File: config.mk
export PLATFORM = sky130hd
export DESIGN_NAME = ysyx_24080006_rd_arb_flat
export DESIGN_NICKNAME = d
export VERILOG_FILES = /design/src/rtl/ysyx_24080006_rd_arb_if.sv /design/src/rtl/ysyx_24080006_rd_arb.sv /design/src/flat_wrapper.sv
export SDC_FILE = /design/constraint.sdc
export NUM_CORES = 1
export LEC_CHECK = 0
export ABC_AREA = 1
export BUFFER_PORTS_ARGS = -buffer_cell sky130_fd_sc_hd__buf_4
export CORE_AREA = 2 2 99 101
export CTS_CLUSTER_SIZE = 25
export DETAILED_ROUTE_END_ITERATION = 10
export DIE_AREA = 0 0 101 103
export HOLD_SLACK_MARGIN = 0.15
export PLACE_DENSITY = 0.7
export SETUP_SLACK_MARGIN = 0.3
export SLEW_MARGIN = 20
export SYNTH_ARGS = -nofsm -noshare
export SYNTH_HDL_FRONTEND = slang
export SYNTH_SLANG_ARGS = --single-unit
export TNS_END_PERCENT = 5
File: constraint.sdc
create_clock -name clock -period 1.85 [get_ports clock]
set_input_delay 0.2775 -clock clock [delete_from_list [all_inputs] [get_ports clock]]
set_output_delay 0.2775 -clock clock [all_outputs]
set_load 0.005 [all_outputs]
File: src/rtl/ysyx_24080006_rd_arb_if.sv
// Bus bundle for the shared AXI4 read-channel arbiter: NM upstream requester slices plus one downstream port.
// The arbiter connects through `master` because it drives the shared downstream channel; the environment uses `slave`.
interface ysyx_24080006_rd_arb_if #(
    parameter int NM   = 2,
    parameter int AR_W = 45
);
    logic [NM-1:0]      m_arvalid;
    logic [NM-1:0]      m_arready;
    logic [NM*AR_W-1:0] m_ar;
    logic [NM-1:0]      m_rvalid;
    logic [NM-1:0]      m_rready;
    logic [NM*32-1:0]   m_rdata;
    logic [NM*2-1:0]    m_rresp;
    logic [NM-1:0]      m_rlast;

    logic               s_arvalid;
    logic               s_arready;
    logic [AR_W-1:0]    s_ar;
    logic               s_rvalid;
    logic               s_rready;
    logic [31:0]        s_rdata;
    logic [1:0]         s_rresp;
    logic               s_rlast;

    modport master (
        input  m_arvalid, m_ar, m_rready,
        input  s_arready, s_rvalid, s_rdata, s_rresp, s_rlast,
        output m_arready, m_rvalid, m_rdata, m_rresp, m_rlast,
        output s_arvalid, s_ar, s_rready
    );

    modport slave (
        output m_arvalid, m_ar, m_rready,
        output s_arready, s_rvalid, s_rdata, s_rresp, s_rlast,
        input  m_arready, m_rvalid, m_rdata, m_rresp, m_rlast,
        input  s_arvalid, s_ar, s_rready
    );
endinterface

File: src/rtl/ysyx_24080006_rd_arb.sv
// Read-channel arbiter: shares one AXI4 read master among NM requesters (0 = IFU, 1 = LSU),
// one burst at a time, holding each grant until the final R beat and checking the beat count against arlen.
module ysyx_24080006_rd_arb #(
    parameter int NM   = 2,
    parameter bit RR   = 1'b1,
    parameter int AR_W = 45
) (
    input  logic                    clock,
    input  logic                    reset,
    ysyx_24080006_rd_arb_if.master  bus,
    output logic [NM-1:0]           grant,
    output logic                    busy,
    output logic                    len_err
);
    localparam int IW = $clog2(NM);

    typedef enum logic [1:0] {IDLE, ADDR, DATA} state_t;

    state_t          state;
    state_t          state_next;
    logic [AR_W-1:0] ar_q;
    logic [NM-1:0]   grant_q;
    logic [IW-1:0]   owner_q;
    logic [IW-1:0]   last_q;
    logic [7:0]      beat_cnt;
    logic            len_err_q;

    logic            found;
    logic [IW-1:0]   win;
    logic [IW-1:0]   cand;
    logic            owner_ready;
    logic            beat;
    logic [7:0]      burst_len;

    // len sits just above size[2:0] and burst[1:0] in the packed AR payload
    assign burst_len   = ar_q[12:5];
    assign owner_ready = |(bus.m_rready & grant_q);
    assign beat        = (state == DATA) && bus.s_rvalid && owner_ready;

    always_comb begin
        found = 1'b0;
        win   = '0;
        cand  = '0;
        if (RR) begin
            for (int k = 0; k < NM; k++) begin
                cand = IW'((int'(last_q) + 1 + k) % NM);
                if (!found && bus.m_arvalid[cand]) begin
                    found = 1'b1;
                    win   = cand;
                end
            end
        end else begin
            for (int i = 0; i < NM; i++) begin
                if (bus.m_arvalid[i]) begin
                    found = 1'b1;
                    win   = IW'(i);
                end
            end
        end
    end

    always_comb begin
        state_next    = state;
        bus.m_arready = '0;
        bus.s_arvalid = 1'b0;
        bus.s_rready  = 1'b0;
        bus.m_rvalid  = '0;
        bus.m_rlast   = '0;
        case (state)
            IDLE: begin
                if (found) begin
                    bus.m_arready = NM'(1) << win;
                    state_next    = ADDR;
                end
            end
            ADDR: begin
                bus.s_arvalid = 1'b1;
                if (bus.s_arready) state_next = DATA;
            end
            DATA: begin
                bus.s_rready = owner_ready;
                bus.m_rvalid = grant_q & {NM{bus.s_rvalid}};
                bus.m_rlast  = grant_q & {NM{bus.s_rlast}};
                if (beat && bus.s_rlast) state_next = IDLE;
            end
            default: state_next = IDLE;
        endcase
    end

    always_ff @(posedge clock) begin
        if (reset) state <= IDLE;
        else       state <= state_next;
    end

    always_ff @(posedge clock) begin
        if (reset) begin
            ar_q      <= '0;
            grant_q   <= '0;
            owner_q   <= '0;
            last_q    <= IW'(NM - 1);
            beat_cnt  <= '0;
            len_err_q <= 1'b0;
        end else begin
            if (state == IDLE && found) begin
                ar_q     <= bus.m_ar[int'(win) * AR_W +: AR_W];
                grant_q  <= NM'(1) << win;
                owner_q  <= win;
                beat_cnt <= '0;
            end
            if (beat) begin
                beat_cnt <= beat_cnt + 8'd1;
                // the last beat must land exactly on index len, no earlier and no later
                if (bus.s_rlast != (beat_cnt == burst_len)) len_err_q <= 1'b1;
                if (bus.s_rlast) begin
                    grant_q <= '0;
                    last_q  <= owner_q;
                end
            end
        end
    end

    assign bus.s_ar    = ar_q;
    assign bus.m_rdata = {NM{bus.s_rdata}};
    assign bus.m_rresp = {NM{bus.s_rresp}};
    assign grant       = grant_q;
    assign busy        = (state != IDLE);
    assign len_err     = len_err_q;
endmodule

File: src/flat_wrapper.sv
// flat-port wrapper written by rule: the top's interface ports become plain ports
module ysyx_24080006_rd_arb_flat 
#(
    parameter int NM   = 2,
    parameter bit RR   = 1'b1,
    parameter int AR_W = 45
)
  (clock, reset, grant, busy, len_err, bus_m_arvalid, bus_m_ar, bus_m_rready, bus_s_arready, bus_s_rvalid, bus_s_rdata, bus_s_rresp, bus_s_rlast, bus_m_arready, bus_m_rvalid, bus_m_rdata, bus_m_rresp, bus_m_rlast, bus_s_arvalid, bus_s_ar, bus_s_rready);
  ysyx_24080006_rd_arb_if #(.NM(NM), .AR_W(AR_W)) bus_i ();
  input  logic clock;
  input  logic reset;
  output logic [NM-1:0] grant;
  output logic busy;
  output logic len_err;
  input wire logic [$bits(bus_i.m_arvalid)-1:0] bus_m_arvalid;
  input wire logic [$bits(bus_i.m_ar)-1:0] bus_m_ar;
  input wire logic [$bits(bus_i.m_rready)-1:0] bus_m_rready;
  input wire logic [$bits(bus_i.s_arready)-1:0] bus_s_arready;
  input wire logic [$bits(bus_i.s_rvalid)-1:0] bus_s_rvalid;
  input wire logic [$bits(bus_i.s_rdata)-1:0] bus_s_rdata;
  input wire logic [$bits(bus_i.s_rresp)-1:0] bus_s_rresp;
  input wire logic [$bits(bus_i.s_rlast)-1:0] bus_s_rlast;
  output wire logic [$bits(bus_i.m_arready)-1:0] bus_m_arready;
  output wire logic [$bits(bus_i.m_rvalid)-1:0] bus_m_rvalid;
  output wire logic [$bits(bus_i.m_rdata)-1:0] bus_m_rdata;
  output wire logic [$bits(bus_i.m_rresp)-1:0] bus_m_rresp;
  output wire logic [$bits(bus_i.m_rlast)-1:0] bus_m_rlast;
  output wire logic [$bits(bus_i.s_arvalid)-1:0] bus_s_arvalid;
  output wire logic [$bits(bus_i.s_ar)-1:0] bus_s_ar;
  output wire logic [$bits(bus_i.s_rready)-1:0] bus_s_rready;
  assign bus_i.m_arvalid = bus_m_arvalid;
  assign bus_i.m_ar = bus_m_ar;
  assign bus_i.m_rready = bus_m_rready;
  assign bus_i.s_arready = bus_s_arready;
  assign bus_i.s_rvalid = bus_s_rvalid;
  assign bus_i.s_rdata = bus_s_rdata;
  assign bus_i.s_rresp = bus_s_rresp;
  assign bus_i.s_rlast = bus_s_rlast;
  assign bus_m_arready = bus_i.m_arready;
  assign bus_m_rvalid = bus_i.m_rvalid;
  assign bus_m_rdata = bus_i.m_rdata;
  assign bus_m_rresp = bus_i.m_rresp;
  assign bus_m_rlast = bus_i.m_rlast;
  assign bus_s_arvalid = bus_i.s_arvalid;
  assign bus_s_ar = bus_i.s_ar;
  assign bus_s_rready = bus_i.s_rready;
  ysyx_24080006_rd_arb #(.NM(NM), .RR(RR), .AR_W(AR_W)) u_core (.clock(clock), .reset(reset), .bus(bus_i), .grant(grant), .busy(busy), .len_err(len_err));
endmodule
==> summary.md, run 1 <==
| Metric | Value |
|---|---|
| Post-synthesis cell type count | 24 |
| GRT overflow | 0 |
| Area Growth Syn to Fin | 32.0% |
| DR iter-0 viols | 89 |
| Worst Hold Path Cells | 3 |
| Tot GR Track Use | 0.157 |
| Max-Cap Viols | 0 |
| FP Rows | 36 |
| Setup Viol. Count Final | 0 |
| Reg power frac | 0.426 |
| Cell chain of the critical path | or2_4 > nor2_4 > inv_4 > nor2_4 > buf_6 |
| Number of vias per cell | approximately 4.8 |
| Hold slack | ~200 ps |
| Post-route insts no fill | between 600 and 700 |
| Sequential share of the synthesized area | 0.376 |
| Hold-fix buffers, CTS | 0 |
| Post-route setup TNS | 0 ps |
| Switching share of power | 0.274 |
| Clock power frac | 0.344 |
| Reg clk slew, reported paths | 70 ps |
| Worst-Margin Slew | about 400 ps |
| Max Fclk | approximately 640 MHz |
| Synth Instances | about 460 |
| Pwr Density | about 800 nW/µm² |
| Remaining antenna violation count after routing | 0 |
| Via Count | 3165 |
| CP max stage delay | 320 ps |
| Worst path most repeated cell | nor2_4 |
| CTS Root Cell | clkbuf_8 |
| Crit path launch type | flop |
| Final wirelength | ~8500 µm |
| Final Instance Area | about 4200 µm² |
| Final critical-path required period | between 1500 and 2000 ps |
| Hold WC Path Type | primary input to flop |
| Clock Sinks | 60 |
| Nets | 679 |
| Placed cells | 644 |
| CP Class | flop to output port |
| Initial core utilization | 0.337 |
| Critical-path top delay cell | dfxtp_2 |
| Chip width | 101 µm |
| Ant. Diodes | 0 |
| Largest net degree at the start of global routing | 37 |
| Post-DP HPWL | approximately 6500 µm |
| Syn_area_per_cell | about 7 µm² |
| R2R cell count | 8 |
| Floorplan Core Area | between 9000 and 10000 µm² |
| Initial antenna violation count | 0 |
| Count of pins over their slew limit | 0 |
| DR WL/cell | between 10 and 15 µm |
| Clk_skew | ~9.2 ps |
| H-tree depth | 3 |
| DRT Pass-1 Iters | 4 |
| Bufs on Longest Clock Path | 2 |
| P_sw | 0.000949 W |
| Most common cell after layout, fill and taps aside | nand2_1 |
| Clock insertion delay at the later pin of the skew report | between 300 and 400 ps |
| Unrepaired setup endpoints after global routing | yes |
| Leak pwr | 1.91 nW |
| CP required | approximately 1600 ps |
| Status | finished, final reports clean |
| Number of remaining DRC errors | 0 |
| CTS tree | done |
| Syn Std Cell Area | between 3000 and 4000 µm² |
| Crit path DAT | approximately 1300 ps |
| Number of global-route vias before repair | approximately 2800 |
| # IOs | between 200 and 300 |
| Die height | 103 µm |
| Final period utilization | 0.846 |
| FF+latch count, synth | 60 |
| Most frequent cells in the layout | 175 x nand2_1, 166 x buf_4, 58 x dfxtp_1 |
| Combinational power share | 0.230 |
| Final hold vios | 0 |
| Fraction of layout cells with a size suffix above 1 | 0.349 |
| CTS Buf Count | 9 |
| Die Area | between 10000 and 15000 µm² |
| Final GP Congestion | slightly above 0.8 |
| First-pass GRT wire length | between 10000 and 15000 µm |
| YS warnings | 0 |
| Slew HR | 0.738 |
| Internal power | 0.00252 W |
| I/O Buffers | about 160 |
| Placed inst area | between 3000 and 4000 µm² |
| Post-Syn Nets | 589 |
| Setup crit end kind | output port |
| Worst vdd ir | 0.378 mV |
| Crit-path max FO | 3 |
what timing repair did:
| item | CTS | global route |
|---|---|---|
| pin swaps | 3 | 3 |
| setup endpoints to repair | 2 | 36 |
| buffers inserted | 4 | 0 |
| cloned | 0 | 0 |
| resized for setup | 3 | 3 |
final timing paths:
check                       start                   to  slack (ps)
hold reg to reg    u_core.len_err       u_core.len_err         460
setup / recovery  u_core.state[1]     bus_m_arready[0]         290
setup reg to reg  u_core.state[1]  u_core.bus.s_ar[13]         370
hold / removal       bus_m_ar[24]  u_core.bus.s_ar[24]         200
sequential cells by signal, summed over array words and instances, names as in the netlist:
register,flops
u_core.bus.s_ar,45
u_core.beat_cnt,8
u_core.grant,2
u_core.state,2
u_core.last_q,1
u_core.len_err,1
u_core.owner_q,1
final cells by class:
type                            count  area, µm²
Sequential cell                    60       1200
Timing Repair Buffer              168       1280
Fill cell                         959       5250
Clock inverter                      4       47.5
Inverter                           28        108
Tap cell                          114        143
Clock buffer                       12        155
Multi-Input combinational cell    278       1280
per-layer routing:
metal | vias up | routed length (µm) | global-route usage
met5 | - | 0 | 0
met4 | 0 | 208 | 0.0873
met3 | 32 | 587 | 0.0380
li1 | 1568 | - | -
met2 | 133 | 4280 | 0.258
met1 | 1432 | 3390 | 0.189
logic make-up after synthesis:
kind of cell	share of synthesized area
AO/OA/AOI/OAI	0.114
XOR/XNOR	0.0137
adder cells (fa/ha/maj)	0.00392
buffers and inverters	0.230
flip-flops	0.376
AND/OR/NAND/NOR	0.262
synth_stat cells:
cell	number	area, µm²
nand2_1	175	657
buf_4	68	510
dfxtp_1	60	1200
a31oi_1	45	282
inv_1	26	97.6
nor2_1	14	52.6
a21oi_1	9	45.0
clkbuf_1	9	33.8
nand3_1	9	45.0
buf_2	8	40.0
nor3_1	8	40.0
o21ai_0	5	25.0
buf_6	4	45.0
xnor2_1	4	35.0
o22ai_1	2	12.5
clkinv_1	1	3.75
ha_1	1	12.5
inv_2	1	3.75
nor2_2	1	6.26
nor2_4	1	11.3
nor3b_1	1	7.51
nor4_1	1	6.26
or2_4	1	8.76
xor2_1	1	8.76
power by group through the flow:
stage          Sequential, W  Combinational (W)  Clock (W)
3_5_place_dp         0.00150           0.000779          0
2_1_floorplan        0.00150           0.000467          0
4_1_cts              0.00148           0.000803    0.00123
6_report             0.00148           0.000797    0.00119
5_1_grt              0.00149           0.000877    0.00129
3_3_place_gp         0.00150           0.000766          0
critical path, delay by kind of cell (launching register included):
kind	cells	cell delay, ps
and+or+nand+nor	3	490
buffers and inverters	2	150
DFF	1	320
through the flow:
step | total power [W] | utilization | setup slack [ps]
after floorplan | 0.00197 | - | 521
after global placement | 0.00227 | 0.419 | 375
after detailed placement | 0.00228 | 0.419 | 321
after CTS | 0.00351 | 0.444 | 234
after global routing | 0.00366 | 0.445 | 222
final | 0.00347 | 0.445 | 285
Power figures use the tool's default switching activity.
==> run 2: changes to the inputs <==
- ABC_AREA: 1 -> 0
- CORE_AREA: 2 2 99 101 -> 2 2 100 102
- DIE_AREA: 0 0 101 103 -> 0 0 102 104
- PLACE_DENSITY: 0.7 -> 0.69
- clock period: 1.85 -> 1.25 ns (I/O delays scaled with it)
==> summary.md, run 2 <==
| Metric | Value |
|---|---|
| Status | complete, but fails checks |
| Failing checks | negative setup slack |
| Simple-gate portion of the synthesized area | 0.141 |
| Via Count | roughly 3000 |
| YS warnings | 0 |
| Count of pins over their slew limit | 0 |
| XOR/XNOR Fraction of Synth Area | 0.0325 |
| Post-synthesis cell type count | 33 |
| Max-Cap Viols | 0 |
| Share of Yosys cell area claimed by the top area cell type | 0.405 |
| Chip width | 102 µm |
| Clock Sinks | 60 |
| Die Area | 10600 µm² |
| Top-count cell post-synth | buf_4 |
| Max Fclk | 647 MHz |
| Final Instance Area | approximately 4400 µm² |
| # IOs | 258 |
| Die height | between 100 and 150 µm |
| Nets | about 570 |
| Sequential share of the synthesized area | 0.405 |
| Reg clk slew, reported paths | 70 ps |
| Mux contribution to synthesized area | 0 |
| Slew HR | 0.760 |
| DR WL/cell | 18.7 µm |
| Final period utilization | 1.24 |
| CP required | ~1100 ps |
| Placed inst area | roughly 4000 µm² |
| DRT Pass-1 Iters | 8 |
| Clk_skew | between 8 and 9 ps |
| Syn Std Cell Area | about 3000 µm² |
| Commonest cells post-synth | 69 x buf_4, 60 x dfxtp_1, 54 x nor2_1, 45 x a222oi_1, 11 x xnor2_1 |
| Most common cell after layout, fill and taps aside | buf_4 |
| Setup WS pre-CTS | -176 ps |
| Initial antenna violation count | 0 |
| Hold slack | about 110 ps |
| Reg2Reg Launch Point | u_core.state[1] |
| DR iter-0 viols | a little over 300 |
| FP Rows | 36 |
| Fraction of layout cells with a size suffix above 1 | 0.521 |
| Final wirelength | roughly 11000 µm |
| Largest family of logic cells by synthesized area | buffers and inverters |
| Post-synth EDFFs | 0 |
| Ant. Diodes | 0 |
| Worst Hold Path Cells | 3 |
| Setup Viol. Count Final | 63 |
| Floorplan Core Area | 9550 µm² |
| H-tree depth | 3 |
| Tot GR Track Use | 0.196 |
| Max reg flops | 45 |
| Hold WC Path Type | primary input to flop |
| Post-route insts no fill | ~580 |
| Post-route setup TNS | -8680 ps |
| Hold Path Origin | bus_m_ar[56] |
| Final hold vios | 0 |
| Most frequent cells in the layout | 174 x buf_4, 55 x dfxtp_1, 52 x nor2_1 |
| Met3 global-route usage | 0.0497 |
| Remaining antenna violation count after routing | 0 |
| Synth Area in Adders | 0.00422 |
| Worst vdd ir | 0.588 mV |
| GR Util met1 | 0.212 |
| Worst-Margin Slew | ~360 ps |
| Initial core utilization | 0.310 |
| GRT busiest layer | met2 |
| Syn_area_per_cell | around 9 µm² |
| Area Growth Syn to Fin | 48.7% |
| I/O Buffers | 155 |
| Synth Flop Type | dfxtp_1 |
| Worst Setup SP | u_core.state[1] |
| Final GP Congestion | 0.828 |
| Final critical-path required period | between 1500 and 2000 ps |
| CTS tree | done |
| FF+latch count, synth | 60 |
| Async SR Flop Fraction | 0 |
| First-pass GRT wire length | between 15000 and 20000 µm |
| Largest net degree at the start of global routing | 32 |
| Clock insertion delay at the later pin of the skew report | approximately 340 ps |
| Number of remaining DRC errors | 0 |
| Leak pwr | 1.98 nW |
| GRT overflow | 0 |
| Pwr Density | 1180 nW/µm² |
| Crit-path max FO | 4 |
| Post-synthesis compound-gate area fraction | 0.194 |
| Synth area leaders | dfxtp_1 41%, buf_4 17%, a222oi_1 15%, nor2_1 6.8%, xnor2_1 3.3% |
| CTS Root Cell | clkbuf_8 |
| Final setup margin | -296 ps |
| Post-DP HPWL | between 7000 and 8000 µm |
| Unrepaired setup endpoints after global routing | yes |
| Post-Syn Nets | about 460 |
| Synth Instances | approximately 320 |
| Crit path launch type | flop |
| Yosys top cell by area | dfxtp_1 |
| Hold-fix buffers, CTS | 3 |
| Crit path DAT | roughly 1400 ps |
| Bufs on Longest Clock Path | 2 |
| Setup crit end kind | output port |
| R2R cell count | 5 |
| CTS Buf Count | 9 |
| Met2 Use GR | 0.347 |
| Placed cells | 550 |
| Number of vias per cell | 5.16 |
| Number of global-route vias before repair | approximately 3000 |
| CP Class | flop to output port |
==> run 2: cell type report <==
class / instances / area [µm²]
multi-input cells: 169 / 1180
inverters: 3 / 11.3
flip-flops and latches: 60 / 1210
fillers: 958 / 5140
clock buffers: 10 / 128
clock inverters: 6 / 55.1
repair buffers: 197 / 1650
well taps: 133 / 166
==> run 2: logic make-up after synthesis <==
group           after synthesis
buf+inv                      93
simple gates                 92
compound gates               65
flops                        60
xor+xnor                     11
fa+ha+maj                     1
==> run 2: final timing paths <==
path                                            end  slack (ps)
worst max register to register   u_core.beat_cnt[7]        -220
worst max-delay path                bus_m_rvalid[0]        -300
worst min register to register        u_core.last_q         490
worst min-delay path            u_core.bus.s_ar[11]         110
==> run 2: worst max-delay path, stage by stage, from the launching register on <==
cell and delay (ps):
dfxtp_2 340, buf_6 120, and3b_2 200, buf_6 120, and2_4 130, buf_6 110
==> run 2: routing by layer <==
layer,share of wire,up-vias
met2,0.52,202
met4,0.025,0
met5,0,-
li1,-,1361
met1,0.35,1397
met3,0.096,22
==> run 2: what timing repair did <==
item / 4_1_cts / 5_1_grt
gates cloned: 2 / 0
pin swaps: 22 / 27
endpoints found under the hold margin: 47 / 37
setup buffers: 5 / 2
gates resized for setup: 24 / 8
endpoints found under the setup margin: 117 / 117
==> run 2: where the power goes <==
part           switching [W]  internal (W)  leakage (nW)  total (W)
Sequential          0.000101       0.00206         0.494    0.00216
Combinational       0.000549      0.000787          1.38    0.00134
Clock               0.000791      0.000904        0.0996    0.00169
Total                0.00144       0.00375          1.98    0.00519
==> run 2: metrics by stage <==
stage,total power [W],util
after floorplan,0.00286,-
after CTS,0.00523,0.456
after global placement,0.00337,0.414
after global routing,0.00545,0.461
final,0.00519,0.461
after detailed placement,0.00340,0.414
==> run 3: changes to the inputs <==
- PLACE_DENSITY: 0.69 -> not set
- PLACE_DENSITY_LB_ADDON: not set -> 0.25
==> summary.md, run 3 (synthesized netlist as in run 2, its figures left out) <==
| Metric | Value |
|---|---|
| M1 wire length | about 3800 µm |
| Via Count | roughly 3000 |
| Max Fclk | just under 700 MHz |
| CTS Root Cell | clkbuf_8 |
| Chip width | just over 100 µm |
| Nets | roughly 580 |
| Clock Sinks | 60 |
| Reg power frac | 0.371 |
| Clk_skew | ~12 ps |
| Status | complete, but fails checks |
| Final period utilization | 1.17 |
| Count of pins over their slew limit | 0 |
| Crit path launch type | flop |
| Internal power | 0.00437 W |
| Unrepaired setup endpoints after global routing | yes |
| Final hold vios | 0 |
| Top sig layer | met4 |
| Register-to-register setup slack | -210 ps |
| Metal2 WL | between 5000 and 6000 µm |
| P_sw | about 0.0014 W |
| Number of vias per cell | just over 5 |
| Total Power | between 0.005 and 0.006 W |
| # IOs | 258 |
| Placed inst area | around 4000 µm² |
| Wire length on met3 | 1120 µm |
| Most common cell after layout, fill and taps aside | buf_4 |
| First-pass GRT wire length | 15700 µm |
| Final wirelength | 10700 µm |
| DR iter-0 viols | roughly 260 |
| GRT overflow | 0 |
| Setup WS pre-CTS | -165 ps |
| Number of global-route vias before repair | roughly 3000 |
| Combinational power share | 0.248 |
| Number of remaining DRC errors | 0 |
| Hold WC Path Type | primary input to flop |
| Failing checks | negative setup slack |
| Worst vdd ir | 0.672 mV |
| Utilization after layout | 0.481 |
| Pwr Density | 1270 nW/µm² |
| Remaining antenna violation count after routing | 0 |
| Final critical-path required period | 1460 ps |
| Reg clk slew, reported paths | 70 ps |
| Hold-fix buffers, CTS | 3 |
| Final Instance Area | between 4000 and 5000 µm² |
| Leak pwr | between 2 and 2.5 nW |
| Post-DP HPWL | slightly below 8000 µm |
| Worst-Margin Slew | 352 ps |
| CTS tree | done |
| Die Area | around 11000 µm² |
| Setup crit end kind | output port |
| Die height | 104 µm |
| Reg2Reg Launch Point | u_core.last_q |
| Bufs on Longest Clock Path | 2 |
| DR WL/cell | between 15 and 20 µm |
| Hold slack | approximately 100 ps |
| Slew HR | 0.765 |
| Hold Path Origin | bus_m_ar[60] |
| Crit path DAT | between 1000 and 1500 ps |
| FP Rows | 36 |
| Floorplan Core Area | 9550 µm² |
| CP Class | flop to output port |
| Clock power frac | 0.380 |
| Setup Viol. Count Final | between 60 and 70 |
| Area Growth Syn to Fin | 55.1% |
| H-tree depth | 3 |
| Most frequent cells in the layout | 170 x buf_4, 54 x dfxtp_1, 52 x nor2_1 |
| DRT Pass-1 Iters | 8 |
| Clock insertion delay at the later pin of the skew report | between 300 and 400 ps |
| R2R cell count | 6 |
| CP required | approximately 1100 ps |
| I/O Buffers | approximately 160 |
| Largest net degree at the start of global routing | 33 |
| Crit-path max FO | 4 |
| Max reg flops | between 40 and 50 |
| Ant. Diodes | 0 |
| Final setup margin | -213 ps |
| End point of the critical path | bus_s_rready |
| Switching share of power | 0.248 |
| Fraction of layout cells with a size suffix above 1 | 0.531 |
| Initial core utilization | 0.310 |
| Worst Setup SP | u_core.grant[1] |
| CTS Buf Count | 9 |
| Tot GR Track Use | 0.192 |
| Final GP Congestion | between 0.8 and 0.9 |
| Worst R2R End | u_core.bus.s_ar[42] |
| Max-Cap Viols | 0 |
| Initial antenna violation count | 0 |
## run 3: cell count changes in the layout (fill, tap and decap cells not counted), sizes merged
cell	change
buf	+2
bufbuf	+1
bufinv	+2
clkbuf	+4
clkinv	-4
## run 3: worst max-delay path, stage by stage (launching register included)
cell	delay (ps)
dfxtp_4	360
a22o_1	200
buf_4	140
and2_4	150
buf_6	100
## run 3: worst min-delay path by stage
stage	cells past startpoint	to
after floorplan	2	u_core.last_q
after global placement	0	bus_m_rdata[13]
after detailed placement	0	bus_m_rdata[13]
after CTS	3	u_core.bus.s_ar[15]
after global routing	3	u_core.bus.s_ar[5]
final	3	u_core.bus.s_ar[15]
## run 3: power groups by stage
| stage | sequential [W] | clock [W] | combinational, W |
|---|---|---|---|
| finish | 0.00216 | 0.00221 | 0.00144 |
| global route | 0.00218 | 0.00235 | 0.00156 |
| CTS | 0.00216 | 0.00227 | 0.00139 |
| detailed placement | 0.00220 | 0 | 0.00123 |
| global placement | 0.00220 | 0 | 0.00122 |
| floorplan | 0.00219 | 0 | 0.000664 |
## run 3: cell type report
type	instances	area, µm²
clock buffer	12	155
clock inverter	4	95.1
fill	935	4950
inverter	3	11.3
multi-input combinational	169	1180
sequential	60	1210
tap	133	166
timing repair buffer	202	1770
## run 3: repair_timing
action | in CTS | in global routing
endpoints found under the hold margin | 51 | 42
pin swaps | 24 | 16
endpoints found under the setup margin | 117 | 117
buffers inserted | 10 | 0
gates cloned | 2 | 2
gates resized for setup | 35 | 8
## run 3: per-layer routing
layer  global-route usage  vias up
met3               0.0746       12
met5                    0        -
met1                0.205     1385
li1                     -     1375
met4               0.0467        0
met2                0.348      182
## run 3: stage by stage
step,std cells,setup TNS [ps]
2_1_floorplan,322,-1120
3_3_place_gp,550,-4710
3_5_place_dp,550,-7110
4_1_cts,581,-9380
5_1_grt,583,-13530
6_report,583,-8670
